## config.mk

```make
export PLATFORM = sky130hd
export DESIGN_NAME = prog_counter_gen_flat
export DESIGN_NICKNAME = d
export VERILOG_FILES = /design/src/rtl/prog_counter_gen_if.sv /design/src/rtl/prog_counter_gen.sv /design/src/flat_wrapper.sv
export SDC_FILE = /design/constraint.sdc
export NUM_CORES = 1
export LEC_CHECK = 0
export ABC_CLOCK_PERIOD_IN_PS = 1550
export BUFFER_PORTS_ARGS = -buffer_cell sky130_fd_sc_hd__buf_2
export CELL_PAD_IN_SITES_DETAIL_PLACEMENT = 0
export CELL_PAD_IN_SITES_GLOBAL_PLACEMENT = 1
export CORE_UTILIZATION = 31
export DETAILED_ROUTE_END_ITERATION = 8
export HOLD_SLACK_MARGIN = 0.1
export PLACE_DENSITY = 0.72
export SLEW_MARGIN = 5
export SYNTH_ARGS = -nofsm -noshare
export SYNTH_HDL_FRONTEND = slang
export SYNTH_SLANG_ARGS = --single-unit
export TNS_END_PERCENT = 100
```

## constraint.sdc

```tcl
create_clock -name clk -period 1.55 [get_ports clk]
set_clock_uncertainty 0.05 [all_clocks]
set_input_delay 0.0775 -clock clk [delete_from_list [all_inputs] [get_ports clk]]
set_output_delay 0.0775 -clock clk [all_outputs]
set_load 0.05 [all_outputs]
```

## src/rtl/prog_counter_gen_if.sv

```systemverilog
// prog_counter_gen_if: control, bus and status signals of the program counter.
interface prog_counter_gen_if #(parameter int WIDTH = 8);
    logic             en;
    logic             load;
    logic             oe;
    logic             dir;
    logic [WIDTH-1:0] bus_in;
    logic [WIDTH-1:0] bus_out;
    logic [WIDTH-1:0] bus_oe;
    logic [WIDTH-1:0] count;
    logic             tc;
    logic             busy;
    modport master (output en, load, oe, dir, bus_in, input bus_out, bus_oe, count, tc, busy);
    modport slave (input en, load, oe, dir, bus_in, output bus_out, bus_oe, count, tc, busy);
endinterface

```

## src/rtl/prog_counter_gen.sv

```systemverilog
// prog_counter_gen: bus-loadable WIDTH-bit program counter with release/capture handshake.
// Define PC_DOWN_COUNT_EN to honour dir and include down-counting with underflow wrap.
module prog_counter_gen #(
    parameter int               WIDTH          = 8,
    parameter logic [WIDTH-1:0] MAX            = {WIDTH{1'b1}},
    parameter int               RELEASE_CYCLES = 1
) (
    input logic             clk,
    input logic             rst,
    prog_counter_gen_if.slave bus
);
    typedef enum logic [1:0] {DRIVE = 2'd0, RELEASE = 2'd1, CAPTURE = 2'd2} state_t;
    state_t           state;
    logic             en_q, load_q, oe_q, load_prev, tc, wrap, load_pulse;
    logic [3:0]       rel_cnt;
    logic [WIDTH-1:0] count, step;
    assign load_pulse = load_q & ~load_prev;
`ifdef PC_DOWN_COUNT_EN
    logic dir_q;
    always_ff @(posedge clk) dir_q <= rst ? 1'b0 : bus.dir;
    assign wrap = dir_q ? (count == '0) : (count == MAX);
    assign step = wrap ? (dir_q ? MAX : '0) : (dir_q ? count - 1'b1 : count + 1'b1);
`else
    logic unused_dir;
    assign unused_dir = bus.dir;
    assign wrap = count == MAX;
    assign step = wrap ? '0 : count + 1'b1;
`endif
    always_ff @(posedge clk) begin
        if (rst) begin
            state     <= DRIVE;
            count     <= '0;
            tc        <= 1'b0;
            rel_cnt   <= '0;
            en_q      <= 1'b0;
            load_q    <= 1'b0;
            oe_q      <= 1'b0;
            load_prev <= 1'b0;
        end else begin
            en_q      <= bus.en;
            load_q    <= bus.load;
            oe_q      <= bus.oe;
            load_prev <= load_q;
            tc        <= 1'b0;
            case (state)
                DRIVE: begin
                    if (load_pulse) begin
                        state   <= RELEASE;
                        rel_cnt <= 4'(RELEASE_CYCLES - 1);
                    end
                    if (en_q) begin
                        count <= step;
                        tc    <= wrap;
                    end
                end
                RELEASE: begin
                    if (rel_cnt == '0) state <= CAPTURE;
                    else rel_cnt <= rel_cnt - 1'b1;
                end
                CAPTURE: begin
                    count <= (bus.bus_in > MAX) ? MAX : bus.bus_in;
                    state <= DRIVE;
                end
                default: state <= DRIVE;
            endcase
        end
    end
    assign bus.count   = count;
    assign bus.bus_out = count;
    assign bus.tc      = tc;
    assign bus.busy    = state != DRIVE;
    assign bus.bus_oe  = {WIDTH{(state == DRIVE) & oe_q}};
endmodule
```

## src/flat_wrapper.sv

```systemverilog
// flat-port wrapper written by rule: the top's interface ports become plain ports
module prog_counter_gen_flat 
#(
    parameter int               WIDTH          = 8,
    parameter logic [WIDTH-1:0] MAX            = {WIDTH{1'b1}},
    parameter int               RELEASE_CYCLES = 1
)
  (clk, rst, bus_en, bus_load, bus_oe, bus_dir, bus_bus_in, bus_bus_out, bus_bus_oe, bus_count, bus_tc, bus_busy);
  prog_counter_gen_if #(.WIDTH(WIDTH)) bus_i ();
  input logic clk;
  input logic rst;
  input wire logic [$bits(bus_i.en)-1:0] bus_en;
  input wire logic [$bits(bus_i.load)-1:0] bus_load;
  input wire logic [$bits(bus_i.oe)-1:0] bus_oe;
  input wire logic [$bits(bus_i.dir)-1:0] bus_dir;
  input wire logic [$bits(bus_i.bus_in)-1:0] bus_bus_in;
  output wire logic [$bits(bus_i.bus_out)-1:0] bus_bus_out;
  output wire logic [$bits(bus_i.bus_oe)-1:0] bus_bus_oe;
  output wire logic [$bits(bus_i.count)-1:0] bus_count;
  output wire logic [$bits(bus_i.tc)-1:0] bus_tc;
  output wire logic [$bits(bus_i.busy)-1:0] bus_busy;
  assign bus_i.en = bus_en;
  assign bus_i.load = bus_load;
  assign bus_i.oe = bus_oe;
  assign bus_i.dir = bus_dir;
  assign bus_i.bus_in = bus_bus_in;
  assign bus_bus_out = bus_i.bus_out;
  assign bus_bus_oe = bus_i.bus_oe;
  assign bus_count = bus_i.count;
  assign bus_tc = bus_i.tc;
  assign bus_busy = bus_i.busy;
  prog_counter_gen #(.WIDTH(WIDTH), .MAX(MAX), .RELEASE_CYCLES(RELEASE_CYCLES)) u_core (.clk(clk), .rst(rst), .bus(bus_i));
endmodule
```

==> reports/summary.txt, run 1 <==
Clk_lat worst skew: 300 ps
PD cells: 724 nW/µm²
DR DRC count: 0
Syn-to-layout area delta: 60.1%
Post-synthesis instance total: 123
GR Util met3: 5.41%
Routed Antenna Nets: 0
Via/cell ratio: 4.67
Hold Fails Final Rpt: 0
Drt first pass iters: 4
Crit-path cells: inv_2, ha_4, or3b_4, a21oi_4, nor2_4, a31o_2
Setup Viol. Count Final: 0
Grt met2 use: 29.7%
DRT iter0 DRCs: 59
Critical Setup Path Class: flop to flop
CP peak stage delay: 390 ps
Yosys warns: 0
Ys async rst share: 0%
Placed cell area: 1310 µm²
H-Tree Depth: 1
Width of the die: 60.2 µm
Post-DP HPWL: 1830 µm
Rows: 20
CTS tree: done
Synth Register Bits: 19
Clk slew on worst S/H paths: 110 ps
Syn nets: 140
Worst setup EP type: flop
Post-synth top area share: 36.2%
Top Usage Layer GRT: met2
Design area: 1680 µm²
Top-count cell post-synth: dfxtp_1
Fillers: 294
Worst Path Arrival: 1700 ps
First-pass GRT wire length: 4390 µm
WP data required: 1710 ps
Number of enable flip-flop cells after synthesis: 0
Initial antenna violation count: 0
# clock sinks: 19
GRT overflow: 0
Worst Setup SP: u_core.rel_cnt[1]
Worst-Margin Slew: 435 ps
Worst path top cell family by delay: simple AND/OR/NAND/NOR gates
Vias: 1056
Post-synth top area cell: dfxtp_1
CTS buffer count: 3
Root buf cell: clkbuf_4
Leak Pwr: 0.000736 µW
Register area share after synthesis: 36.2%
Reg2reg start: u_core.rel_cnt[1]
Post-Syn Area per Cell: 8.53 µm²
Drt wl/cell: 12.4 µm
Total GRT Usage: 16.2%
Worst VDD drop: 503 µV
Commonest cells post-synth: 19 x dfxtp_1, 15 x buf_4, 13 x nor2_1
Fin Setup TNS: 0 ps
Storage cell area: 409 µm²
Slew HR: 70.9%
Final Max Slew Viols: 0
RSZ-0062 raised after global routing: yes
Fmax: 649 MHz
Critical path's slowest cell: or3b_4
Met1 GRT Util: 17.7%
Fin crit period: 1540 ps
Initial Utilization: 33.6%
Run status: complete, no violations
Hold Path Class: input pin to flop
MaxCap Viol Count: 0
Die area: 3620 µm²
Area occupied by multi-input gates: 592 µm²
Port bufs: 38
Nets@finish: 200
Fin crit share: 99.4%
Mapped cell area: 1050 µm²
Worst-path fanout max: 5
Worst Hold Launch: bus_bus_in[2]
Ys flop type: dfxtp_1
Clock buffer depth: 2
Buf+Inv Stages, Crit Path: 1
Vias in the first global route: 966
Largest net degree at the start of global routing: 21
GP Congestion: 0.810
Share of cells above drive strength 1: 49.5%
Die H: 60.2 µm
Drt total wl: 2810 µm
Number of diodes: 0
Startpoint types: flop
I/O Pins: 40
Synth top area cells: dfxtp_1 36%, buf_4 11%, nor2_1 4.6%, ha_1 3.6%, nor2b_1 3.0%
Core area: 3130 µm²
Distinct cell type count after synthesis: 42
## layout make-up
| type | instances | area share, % |
|---|---|---|
| well taps | 44 | 3.28 |
| repair buffers | 74 | 34.7 |
| multi-input cells | 81 | 35.2 |
| inverters | 4 | 0.894 |
| flip-flops and latches | 19 | 24.3 |
| clock buffers | 4 | 1.56 |
## power breakdown
group          switching (µW)  internal, µW
clock                     163           100
combinational             240           186
sequential               21.1           507
## sequential cells by signal (all words and copies together) (netlist names)
signal,cells
u_core.bus.tc,1
u_core.oe_q,1
u_core.load_q,1
u_core.en_q,1
u_core.state,2
u_core.load_prev,1
u_core.rel_cnt,4
u_core.bus.bus_out,8
## metal layers
metal	vias up	wire, µm
li1	547	-
met1	479	1160
met2	28	1510
met3	2	134
met4	0	10
met5	-	0
## path summary, 6_finish.rpt
| check | endpoint | cells past startpoint | slack [ps] |
|---|---|---|---|
| min reg2reg | u_core.load_prev | 1 | 450 |
| max | u_core.rel_cnt[2] | 6 | 9 |
| min | u_core.bus.bus_out[2] | 4 | 130 |
| max reg2reg | u_core.rel_cnt[2] | 6 | 9 |
## layout by cell type (no fill, tap or decap), types with 3 or more instances in the layout
cell,netlist,routed
dfxtp_4,0,6
clkbuf_4,0,3
nor3_1,4,4
o21a_1,4,4
nand2_1,6,6
buf_8,0,7
buf_2,2,30
buf_4,15,23
nand3_1,3,3
dlygate4sd3_1,0,11
nand4_1,4,4
nor2b_1,5,5
a22oi_1,4,4
dfxtp_1,19,8
dfxtp_2,0,5
nor2_1,13,11
## stage by stage
step	setup slack (ps)	utilization [%]	power, µW	hold WS, ps	std cells
after floorplan	0.938	-	795	156	123
final	9.46	53.7	1220	126	226
after global placement	-1.64	41.8	857	245	200
after global routing	-33.5	53.7	1290	109	226
after detailed placement	-51.0	41.8	862	249	200
after CTS	-28.2	50.8	1200	113	219
## tightest hold or removal path, delay by kind of cell
family	cells	cell delay (ps)
AOI/OAI and AO/OA	2	210
and+or+nand+nor	1	70
buffers and inverters	1	80
## logic make-up (layout without fill, tap and decap cells)
group                    Yosys count  in the layout  share of synthesized area (%)
AO/OA/AOI/OAI                     27             27                           19.3
XOR/XNOR                           3              3                           2.50
adder cells (fa/ha/maj)            3              3                           3.58
buffers and inverters             23             82                           13.8
flip-flops                        19             19                           36.2
AND/OR/NAND/NOR                   48             48                           24.6
## repair_timing
| action | 4_1_cts | 5_1_grt |
|---|---|---|
| pin swaps | 5 | 6 |
| resized for setup | 34 | 10 |
| hold buffers | 11 | 0 |
| hold endpoints to repair | 10 | 0 |
| buffers inserted | 4 | 7 |
| endpoints found under the setup margin | 11 | 14 |
(Power assumes the default switching activity.)
==> inputs of run 2 (changes only) <==
ABC_AREA = 1   (was default)
CORE_UTILIZATION = 30   (was 31)
MAX_ROUTING_LAYER = met4   (was default)
==> run 2 against run 1 <==
Critical path depth down 1. Total power shrank 6.1%. Non-clock buffer count decreased by 19. Global-route usage fell by 1.6 points. Synthesized area increased by 3.1%. Synthesized cell count up 23%. Setup slack improved by 100 ps. First-iteration DRC count decreased by 76%. Die area up 6.3%. Cell count up 5.8%. Register-to-register slack gained 210 ps. Critical path type is now flop to output port. Critical endpoint is now bus_bus_oe[6]. Largest cell class unchanged. Highest routed layer unchanged.
==> reports/summary.txt, run 2 <==
Final Non-Filler Cells: 239 (was 226)
Drt first pass iters: 4 (unchanged)
Initial Utilization: 31.9% (was 33.6%)
Clk_lat worst skew: 300 ps (about the same)
MaxCap Viol Count: 0 (unchanged)
Worst Path Arrival: 1310 ps (was 1700 ps)
Storage cell area: 384 µm² (was 409 µm²)
Clock buffer depth: 2 (unchanged)
Vias: 1027 (was 1056)
Hold Fails Final Rpt: 0 (unchanged)
Root buf cell: clkbuf_4 (unchanged)
Post-synth top area cell: dfxtp_1 (unchanged)
# clock sinks: 19 (unchanged)
Crit-path cells: nor2_4, inv_1, nor2_4, buf_12, buf_6 (was inv_2, ha_4, or3b_4, a21oi_4, nor2_4, a31o_2)
Vias in the first global route: 889 (was 966)
Drt wl/cell: 10.3 µm (was 12.4 µm)
Via/cell ratio: 4.30 (was 4.67)
PD cells: 772 nW/µm² (was 724 nW/µm²)
Commonest cells post-synth: 27 x nand2_1, 19 x dfxtp_1, 19 x inv_1 (was 19 x dfxtp_1, 15 x buf_4, 13 x nor2_1)
Startpoint types: flop (unchanged)
DRT iter0 DRCs: 14 (was 59)
Ys flop type: dfxtp_1 (unchanged)
Fin crit period: 1440 ps (was 1540 ps)
I/O Pins: 40 (unchanged)
Ys async rst share: 0% (unchanged)
Run status: complete, no violations (unchanged)
Total GRT Usage: 14.5% (was 16.2%)
Yosys warns: 0 (unchanged)
Port bufs: 38 (unchanged)
Cell count after placement: 218 (was 200)
CTS buffer count: 3 (unchanged)
Post-Syn Area per Cell: 7.17 µm² (was 8.53 µm²)
H-Tree Depth: 1 (unchanged)
Setup Viol. Count Final: 0 (unchanged)
Fmax: 695 MHz (was 649 MHz)
Share of cells above drive strength 1: 33.2% (was 49.5%)
Crit path top cell by count: nor2_4
Core area: 3390 µm² (was 3130 µm²)
Worst-Margin Slew: 475 ps (was 435 ps)
Syn-to-layout area delta: 36.8% (was 60.1%)
Register area share after synthesis: 35.1% (was 36.2%)
Final Max Slew Viols: 0 (unchanged)
Number of enable flip-flop cells after synthesis: 0 (unchanged)
Die H: 62.1 µm (was 60.2 µm)
Fin Setup TNS: 0 ps (unchanged)
Largest net degree at the start of global routing: 17 (was 21)
Post-synth top area share: 35.1% (was 36.2%)
Synth Register Bits: 19 (unchanged)
First-pass GRT wire length: 3940 µm (was 4390 µm)
Drt total wl: 2460 µm (was 2810 µm)
Number of diodes: 0 (unchanged)
Area occupied by multi-input gates: 504 µm² (was 592 µm²)
Hold Path Class: input pin to flop (unchanged)
Fillers: 336 (was 294)
Commonest cells after routing, fill and taps aside: 30 x buf_2, 27 x nand2_1, 19 x inv_1 (was 30 x buf_2, 23 x buf_4, 11 x nor2_1, 11 x dlygate4sd3_1, 8 x dfxtp_1)
Critical Setup Path Class: flop to output port (was flop to flop)
Post-synthesis instance total: 151 (was 123)
CP peak stage delay: 380 ps (was 390 ps)
Most common cell after layout, fill and taps aside: buf_2 (unchanged)
Worst VDD drop: 358 µV (was 503 µV)
Width of the die: 62.1 µm (was 60.2 µm)
Worst-path fanout max: 8 (was 5)
Synth top area cells: dfxtp_1 35%, buf_4 10%, nand2_1 9.4%, inv_1 6.6%, nor2_1 5.9% (was dfxtp_1 36%, buf_4 11%, nor2_1 4.6%, ha_1 3.6%, nor2b_1 3.0%)
Distinct cell type count after synthesis: 27 (was 42)
Clk slew on worst S/H paths: 120 ps (was 110 ps)
GRT overflow: 0 (unchanged)
Die area: 3850 µm² (was 3620 µm²)
Routed Antenna Nets: 0 (unchanged)
Top-count cell post-synth: nand2_1 (was dfxtp_1)
Slew HR: 68.4% (was 70.9%)
Fin crit share: 92.9% (was 99.4%)
GP Congestion: 0.806 (was 0.810)
Post-DP HPWL: 1710 µm (was 1830 µm)
Rows: 21 (was 20)
Leak Pwr: 0.000706 µW (was 0.000736 µW)
RSZ-0062 raised after global routing: no (was yes)
Critical path's slowest cell: dfxtp_2 (was or3b_4)
CTS tree: done (unchanged)
WP data required: 1420 ps (was 1710 ps)
Nets@finish: 211 (was 200)
Max FFs per register: 8 (unchanged)
Initial antenna violation count: 0 (unchanged)
Mapped cell area: 1080 µm² (was 1050 µm²)
Worst setup EP type: output port (was flop)
DR DRC count: 0 (unchanged)
Syn nets: 168 (was 140)
run 2: cell count changes after synthesis, moves of 3 or more:
cell,previous run,this run
nand2_1,6,27
inv_1,4,19
a21oi_1,2,9
nand3_1,3,10
nor2b_1,5,0
nor2_1,13,17
o21a_1,4,0
nand2_2,0,3
nand4_1,4,1
run 2: kinds of logic after synthesis:
| family | count (synthesis) | share of synthesized area, % |
|---|---|---|
| compound gates | 22 | 13.1 |
| buf+inv | 39 | 19.0 |
| fa+ha+maj | 3 | 3.47 |
| flops | 19 | 35.1 |
| simple gates | 68 | 29.4 |
run 2: final cells by class:
cell class	instances	share of cell area, %
Multi-Input combinational cell	93	34.1
Timing Repair Buffer	55	28.6
Sequential cell	19	26.0
Inverter	22	5.66
Tap cell	46	3.89
Clock buffer	3	1.52
Clock inverter	1	0.338
run 2: metal layers:
metal  share of wire, %  GRT usage (%)
met3                3.1           2.07
met4               0.61           5.71
met1                 47           18.7
met5                  0              -
met2                 49           22.9
run 2: what timing repair did:
item / 4_1_cts / 5_1_grt
resized for setup: 0 / 27
hold buffers: 14 / 0
setup buffers: 0 / 3
endpoints found under the setup margin: 0 / 8
endpoints found under the hold margin: 11 / 0
run 2: path summary, 6_finish.rpt:
check,slack [ps],cells past startpoint,from,endpoint
worst max register to register,220,6,u_core.bus.bus_out[0],u_core.bus.bus_out[5]
worst min register to register,420,1,u_core.rel_cnt[0],u_core.rel_cnt[0]
worst max-delay path,110,5,u_core.state[1],bus_bus_oe[6]
worst min-delay path,110,5,bus_bus_in[6],u_core.bus.bus_out[6]
run 2: worst max-delay path: cells and delay by family, from the launching register on:
kind                   cells  cell delay [ps]
and+or+nand+nor            2              250
buffers and inverters      3              380
DFF                        1              380
run 2: through the flow:
step	power, µW	area, µm²	hold slack (ps)	setup slack [ps]	utilization, %
6_report	1140	1480	115	110	43.7
4_1_cts	1120	1390	109	7.94	40.9
2_1_floorplan	786	1090	134	-22.4	-
3_5_place_dp	824	1220	233	236	36.0
3_3_place_gp	822	1220	226	261	36.0
5_1_grt	1210	1480	155	26.4	43.7
run 2: power breakdown:
group	internal, µW	total (µW)	switching, µW	leakage (µW)
clock network	96.1	267	170	0.0000177
logic	126	341	215	0.000532
registers	512	535	23.1	0.000156
total	734	1140	409	0.000706
